**config.mk**
```make
export PLATFORM = sky130hd
export DESIGN_NAME = frankie_checkpoint_monitor
export DESIGN_NICKNAME = d
export VERILOG_FILES = /design/src/rtl/frankie_checkpoint_monitor.sv
export SDC_FILE = /design/constraint.sdc
export NUM_CORES = 1
export LEC_CHECK = 0
export ABC_AREA = 1
export CORE_ASPECT_RATIO = 1.25
export CORE_MARGIN = 2
export CORE_UTILIZATION = 45
export CTS_BUF_LIST = sky130_fd_sc_hd__clkbuf_4 sky130_fd_sc_hd__clkbuf_8
export DETAILED_ROUTE_END_ITERATION = 16
export GPL_TIMING_DRIVEN = 0
export PLACE_DENSITY = 0.73
export SLEW_MARGIN = 15
export SYNTH_ARGS = -nofsm -noshare
export SYNTH_HDL_FRONTEND = slang
export SYNTH_SLANG_ARGS = --single-unit
export TNS_END_PERCENT = 1
```
**constraint.sdc**
```tcl
create_clock -name clock -period 30.4 [get_ports clock]
set_input_delay 6.08 -clock clock [delete_from_list [all_inputs] [get_ports clock]]
set_output_delay 6.08 -clock clock [all_outputs]
set_load 0.01 [all_outputs]
```
**src/rtl/frankie_checkpoint_monitor.sv**
```systemverilog
// -----------------------------------------------------------------------------
// frankie_checkpoint_monitor
//
// Self-check unit placed beside the Frankie core on the FPGA. It watches NCHAN
// probed core registers. At programmed cycle counts after start, it compares
// them against expected values. It reports pass/fail plus diagnostics for the
// first failure, so program checks can run on hardware without a simulator.
//
// Optional feature macro: FRANKIE_MON_CONTINUE_EN
//   undefined : the first failing checkpoint ends the run.
//   defined   : mismatches are counted and the run continues through all
//               entries. fail is raised only when the run finishes.
//
// Ports
//   clock       in   rising-edge clock
//   reset       in   async active-high; clears all state and the table
//   start       in   pulse, begins a run (honoured in IDLE/DONE)
//   probe       in   NCHAN*WIDTH live register values; channel c = [c*WIDTH +: WIDTH]
//   cfg_we      in   table write strobe (honoured in IDLE/DONE)
//   cfg_idx     in   table entry written
//   cfg_cycle   in   cycle at which the entry fires
//   cfg_mask    in   channels compared (0 = entry always passes)
//   cfg_expect  in   expected channel values
//   cfg_num     in   number of active entries, latched on start
//   busy        out  run in progress
//   done        out  run finished (sticky until start/reset)
//   pass        out  done with no failure
//   fail        out  done with mismatch, missed checkpoint or timeout
//   fail_idx    out  entry of first failure
//   fail_chan   out  mismatching channels of first failure, all-ones = timeout
//   fail_value  out  probe value of lowest mismatching channel at first failure
//   chk_count   out  entries evaluated so far
//   err_count   out  failing entries, saturating at 255
// -----------------------------------------------------------------------------
module frankie_checkpoint_monitor #(
  parameter int WIDTH = 16,
  parameter int NCHAN = 4,
  parameter int NCHK  = 8,
  parameter int CNT_W = 16,
  parameter int IDX_W = 3
) (
  input  logic                   clock,
  input  logic                   reset,
  input  logic                   start,
  input  logic [NCHAN*WIDTH-1:0] probe,
  input  logic                   cfg_we,
  input  logic [IDX_W-1:0]       cfg_idx,
  input  logic [CNT_W-1:0]       cfg_cycle,
  input  logic [NCHAN-1:0]       cfg_mask,
  input  logic [NCHAN*WIDTH-1:0] cfg_expect,
  input  logic [IDX_W:0]         cfg_num,
  output logic                   busy,
  output logic                   done,
  output logic                   pass,
  output logic                   fail,
  output logic [IDX_W-1:0]       fail_idx,
  output logic [NCHAN-1:0]       fail_chan,
  output logic [WIDTH-1:0]       fail_value,
  output logic [IDX_W:0]         chk_count,
  output logic [7:0]             err_count
);

  localparam logic [1:0] ST_IDLE = 2'd0;
  localparam logic [1:0] ST_RUN  = 2'd1;
  localparam logic [1:0] ST_DONE = 2'd2;

  localparam logic [IDX_W:0] LP_NCHK = (IDX_W+1)'(NCHK);

  // Control and result registers
  logic [1:0]       r_state;
  logic [CNT_W-1:0] r_cyc;
  logic [IDX_W:0]   r_n;
  logic [IDX_W:0]   r_chk_count;
  logic [7:0]       r_err_count;
  logic             r_done;
  logic             r_pass;
  logic             r_fail;
  logic [IDX_W-1:0] r_fail_idx;
  logic [NCHAN-1:0] r_fail_chan;
  logic [WIDTH-1:0] r_fail_value;
  logic             r_have_fail;  // first-failure fields already captured

  // Checkpoint table
  logic [CNT_W-1:0]       r_tab_cycle  [NCHK];
  logic [NCHAN-1:0]       r_tab_mask   [NCHK];
  logic [NCHAN*WIDTH-1:0] r_tab_expect [NCHK];

  // Evaluation of the current entry
  logic [IDX_W-1:0] w_k;
  logic [CNT_W-1:0] w_cycle_k;
  logic             w_idle_like;
  logic             w_all_evald;
  logic             w_timeout;
  logic             w_fire;
  logic             w_missed;
  logic             w_eval;
  logic [NCHAN-1:0] w_diff;
  logic [WIDTH-1:0] w_low_val;
  logic             w_bad;
  logic [NCHAN-1:0] w_bad_chan;
  logic [WIDTH-1:0] w_bad_val;
  logic [IDX_W:0]   w_chk_next;
  logic             w_last;
  logic [7:0]       w_err_next;
  logic [IDX_W:0]   w_n_clamped;

  assign w_k         = r_chk_count[IDX_W-1:0];
  assign w_cycle_k   = r_tab_cycle[w_k];
  assign w_idle_like = (r_state == ST_IDLE) || (r_state == ST_DONE);
  assign w_all_evald = (r_chk_count == r_n);
  assign w_timeout   = (r_cyc == {CNT_W{1'b1}});
  assign w_fire      = (r_cyc == w_cycle_k);
  // A later cycle than the entry's slot means the table was not strictly
  // increasing and the slot has already gone by.
  assign w_missed    = (r_cyc > w_cycle_k);
  assign w_eval      = (r_state == ST_RUN) && !w_all_evald && !w_timeout && (w_fire || w_missed);
  assign w_bad       = w_missed || (|w_diff);
  assign w_bad_chan  = w_missed ? '0 : w_diff;
  assign w_bad_val   = w_missed ? '0 : w_low_val;
  assign w_chk_next  = r_chk_count + (IDX_W+1)'(1);
  assign w_last      = (w_chk_next == r_n);
  assign w_err_next  = (w_bad && (r_err_count != 8'hFF)) ? r_err_count + 8'd1 : r_err_count;
  assign w_n_clamped = (cfg_num > LP_NCHK) ? LP_NCHK : cfg_num;

  // NOTE: every variable written in always_comb gets a default first, so no
  // path can leave it unassigned and infer a latch.
  always_comb begin
    w_diff    = '0;
    w_low_val = '0;
    for (int c = 0; c < NCHAN; c++) begin
      w_diff[c] = r_tab_mask[w_k][c] &&
                  (probe[c*WIDTH +: WIDTH] != r_tab_expect[w_k][c*WIDTH +: WIDTH]);
    end
    // Walk downwards so the lowest mismatching channel is the one that sticks.
    for (int c = NCHAN-1; c >= 0; c--) begin
      if (w_diff[c]) w_low_val = probe[c*WIDTH +: WIDTH];
    end
  end

  // NOTE: the table is deliberately reset. A reset must leave it all-zero, and
  // it is small enough to live in flops rather than block RAM.
  always_ff @(posedge clock or posedge reset) begin
    if (reset) begin
      for (int i = 0; i < NCHK; i++) begin
        r_tab_cycle[i]  <= '0;
        r_tab_mask[i]   <= '0;
        r_tab_expect[i] <= '0;
      end
    end else if (cfg_we && w_idle_like) begin
      r_tab_cycle[cfg_idx]  <= cfg_cycle;
      r_tab_mask[cfg_idx]   <= cfg_mask;
      r_tab_expect[cfg_idx] <= cfg_expect;
    end
  end

  // NOTE: sequential state uses non-blocking assignments only, so every
  // right-hand side sees the pre-edge values regardless of statement order.
  always_ff @(posedge clock or posedge reset) begin
    if (reset) begin
      r_state      <= ST_IDLE;
      r_cyc        <= '0;
      r_n          <= '0;
      r_chk_count  <= '0;
      r_err_count  <= '0;
      r_done       <= 1'b0;
      r_pass       <= 1'b0;
      r_fail       <= 1'b0;
      r_fail_idx   <= '0;
      r_fail_chan  <= '0;
      r_fail_value <= '0;
      r_have_fail  <= 1'b0;
    end else begin
      case (r_state)
        ST_IDLE, ST_DONE: begin
          if (start) begin
            r_state      <= ST_RUN;
            r_cyc        <= '0;
            r_n          <= w_n_clamped;
            r_chk_count  <= '0;
            r_err_count  <= '0;
            r_done       <= 1'b0;
            r_pass       <= 1'b0;
            r_fail       <= 1'b0;
            r_fail_idx   <= '0;
            r_fail_chan  <= '0;
            r_fail_value <= '0;
            r_have_fail  <= 1'b0;
          end
        end

        ST_RUN: begin
          r_cyc <= r_cyc + CNT_W'(1);
          if (w_all_evald) begin
            // Only reachable directly for a zero-length run.
            r_state <= ST_DONE;
            r_done  <= 1'b1;
            r_pass  <= (r_err_count == 8'd0);
            r_fail  <= (r_err_count != 8'd0);
          end else if (w_timeout) begin
            // The counter's last value closes the run. An entry scheduled
            // there is treated as unreachable.
            r_state <= ST_DONE;
            r_done  <= 1'b1;
            r_pass  <= 1'b0;
            r_fail  <= 1'b1;
            if (!r_have_fail) begin
              r_have_fail  <= 1'b1;
              r_fail_idx   <= w_k;
              r_fail_chan  <= '1;
              r_fail_value <= '0;
            end
          end else if (w_eval) begin
            r_chk_count <= w_chk_next;
            r_err_count <= w_err_next;
            if (w_bad && !r_have_fail) begin
              r_have_fail  <= 1'b1;
              r_fail_idx   <= w_k;
              r_fail_chan  <= w_bad_chan;
              r_fail_value <= w_bad_val;
            end
`ifdef FRANKIE_MON_CONTINUE_EN
            if (w_last) begin
              r_state <= ST_DONE;
              r_done  <= 1'b1;
              r_pass  <= (w_err_next == 8'd0);
              r_fail  <= (w_err_next != 8'd0);
            end
`else
            if (w_bad || w_last) begin
              r_state <= ST_DONE;
              r_done  <= 1'b1;
              r_pass  <= !w_bad;
              r_fail  <= w_bad;
            end
`endif
          end
        end

        default: r_state <= ST_IDLE;
      endcase
    end
  end

  assign busy       = (r_state == ST_RUN);
  assign done       = r_done;
  assign pass       = r_pass;
  assign fail       = r_fail;
  assign fail_idx   = r_fail_idx;
  assign fail_chan  = r_fail_chan;
  assign fail_value = r_fail_value;
  assign chk_count  = r_chk_count;
  assign err_count  = r_err_count;

endmodule

```
==> results_dict.tcl <==
set metrics [dict create \
    setup-violations-final 0 \
    p_clk_share_pct 20.9 \
    antenna_found_initial 9 \
    cts_root_buf "clkbuf_8" \
    grt_use_total_pct 36.85 \
    cp-start-kind "primary input" \
    crit_fanout 10 \
    seq_area_frac_synth_pct 50.63 \
    cts_made_buffers 115 \
    max_slew_margin_pct 11.17 \
    vias 36700 \
    hpwl_um 106600 \
    drv_slew 0 \
    grt_pass1_vias 35350 \
    final_hold_viol_count 0 \
    netlist_area_mm2 0.03623 \
    die_x_um 257.8 \
    finClkSkew_ns 0.06926 \
    grt_setup_unrepaired "no" \
    wl_per_cell_um 24.48 \
    pre_cts_ws_ns 20.82 \
    finalCritPeriodShare_pct 30.09 \
    clkSinkCount 733 \
    required_ns 31.11 \
    switching_share_pct 43.96 \
    clock_latency_ns 0.83 \
    tightest_slew_ns 1.333 \
    syn_inst 4797 \
    die_h_um 321.2 \
    synthArstFlopShare_pct 100.0 \
    rows 116 \
    setup_slack_ns 21.25 \
    ant_nets 0 \
    n_fill_cell 7660 \
    critPathKind "in2reg" \
    io-pin-count 198 \
    cap_violations 0 \
    fin_crit_ns 9.149 \
    ys_ff_latch 733 \
    fmax_mhz 109.3 \
    outcome "finished clean" \
    dr.pass1.iters 9 \
    grt_first_pass_wirelength_um 224300 \
    synth_edf_count 0 \
    clockBufferDepth 3 \
    post-cts-setup-buffers 0 \
    comb_power_share_pct 43.5 \
    io_buffers 197 \
    initialDrtViolationCount 5103 \
    viasPerCell 5.844 \
    syn_nets 4976 \
    switchingPower_mw 2.068 \
    die-area_mm2 0.08282 \
    peakVddDrop_mv 0.05544 \
    pwr-share-seq_pct 35.6 \
    clk_pin_slew_ns 0.06 \
    p_per_area_mw_per_mm2 110.8 \
    final_common_cell "nand2_1" \
    grt_max_degree 110 \
    final_cell_mix "nand2_1, o21ai_0, dfrtp_1, inv_1, nand3_1" \
    intPower_mw 2.636 \
    layout-area-overhead-vs-synth_pct 17.21 \
    core_area_mm2 0.07997 \
    fin_nets 5298 \
    p_leak_nw 20.84 \
    avgSynthCellArea_um2 7.553 \
    cts_tree "built" \
    post_cts_resized 0 \
    htreeDepth 3 \
    arrival_ns 9.86 \
    post-route-util_pct 53.10 \
    hold_class "reg2reg" \
    synth_flop_cell "dfrtp_1" \
    routabilityCongestion 1.031 \
    ys_types 37 \
    cts_hold_buf 0 \
    endpoint_kind "flip-flop" \
    drc 0 \
    overflow 0 \
    wl_um 153700 \
    synth_warnings 0 \
    drive_gt1_share_pct 6.578 \
    initial_core_util_pct 45.31 \
]
[critical path: stages]
cell	delay [ns]
clkdlybuf4s50_1	0.48
nand2_1	0.20
inv_1	0.16
nand2_1	0.10
nor3_2	0.65
clkbuf_1	1.04
clkbuf_1	0.86
nor2_1	0.10
a21oi_1	0.17
[synthesized netlist by cell type (7+ instances only)]
cell type | n | area [um^2]
nand2_1 | 1528 | 5736
o21ai_0 | 759 | 3799
dfrtp_1 | 733 | 18340
inv_1 | 470 | 1764
nand3_1 | 397 | 1987
nor2_1 | 295 | 1107
clkbuf_1 | 190 | 713.2
a21oi_1 | 109 | 545.5
buf_2 | 63 | 315.3
o211ai_1 | 30 | 225.2
nand3b_1 | 28 | 210.2
nand4_1 | 26 | 162.7
o21ai_1 | 26 | 130.1
buf_4 | 24 | 180.2
ha_1 | 20 | 250.2
o22ai_1 | 20 | 125.1
buf_6 | 16 | 180.2
nor3_1 | 9 | 45.04
xor2_1 | 8 | 70.07
buf_1 | 7 | 26.28
[final cells by class]
| type | count | area, um^2 | share of cell area [%] |
|---|---|---|---|
| antenna | 4 | 10.01 | 0.02357 |
| buffer | 300 | 1415 | 3.332 |
| clock buffer | 189 | 2382 | 5.610 |
| clock inverter | 23 | 325.3 | 0.7660 |
| inverter | 473 | 1785 | 4.204 |
| multi-input combinational | 3291 | 14710 | 34.63 |
| sequential | 733 | 18340 | 43.19 |
| tap | 1062 | 1329 | 3.129 |
| timing repair buffer | 205 | 2172 | 5.115 |
[cell families (layout without fill, tap and decap cells)]
| group | after synthesis | after routing | synth area share (%) |
|---|---|---|---|
| fa+ha+maj | 20 | 20 | 0.6907 |
| flops | 733 | 733 | 50.63 |
| compound gates | 961 | 961 | 13.72 |
| other cells | 0 | 4 | 0 |
| xor+xnor | 11 | 11 | 0.2659 |
| mux | 3 | 3 | 0.08288 |
| buf+inv | 773 | 1190 | 8.813 |
| simple gates | 2296 | 2296 | 25.80 |
[per-layer routing]
layer | up-vias | wire, um | GRT usage [%] | share of wire (%)
li1 | 16000 | - | - | -
met1 | 17400 | 52870 | 43.04 | 34
met2 | 2514 | 66080 | 55.39 | 43
met3 | 775 | 19020 | 10.27 | 12
met4 | 8 | 15710 | 32.90 | 10
met5 | - | 55 | 0 | 0.036
[power groups by stage]
stage	Combinational, mW	Clock (mW)	Sequential [mW]
floorplan	1.28	0	1.63
global placement	1.91	0	1.67
detailed placement	1.96	0	1.67
CTS	1.97	0.980	1.66
global route	2.23	1.02	1.72
finish	2.05	0.981	1.67
[state kept, by name (all words and copies together), names as in the netlist, 2 cells and up]
name and count:
r_tab_expect 512, r_tab_cycle 128, r_tab_mask 32, fail_value 16
r_cyc 16, err_count 8, chk_count 4, fail_chan 4
r_n 4, fail_idx 3, r_state 2
[path summary, 6_finish.rpt]
path | slack [ns] | cells past startpoint | startpoint | endpoint
setup / recovery | 21.25 | 9 | cfg_we | r_tab_expect[299]
hold / removal | 0.48 | 2 | r_state[1] | r_state[1]
setup reg to reg | 23.17 | 23 | chk_count[0] | fail_value[3]
hold reg to reg | 0.48 | 2 | r_state[1] | r_state[1]
max in group asynchronous | 22.74 | 5 | reset | r_tab_cycle[40]
min in group asynchronous | 5.75 | 2 | reset | r_tab_expect[282]
[through the flow]
stage | cells | cell area, um^2 | hold slack [ns] | power (mW) | setup TNS, ns
floorplan | 4797 | 36230 | 0.4421 | 2.910 | 0
detailed placement | 6064 | 39750 | 0.4627 | 3.629 | 0
CTS | 6276 | 42460 | 0.4787 | 4.608 | 0
global route | 6278 | 42460 | 0.4963 | 4.976 | 0
finish | 6280 | 42470 | 0.4769 | 4.704 | 0
global placement | 6056 | 39530 | 0.4567 | 3.579 | -3688.65
Power figures use the tool's default switching activity.
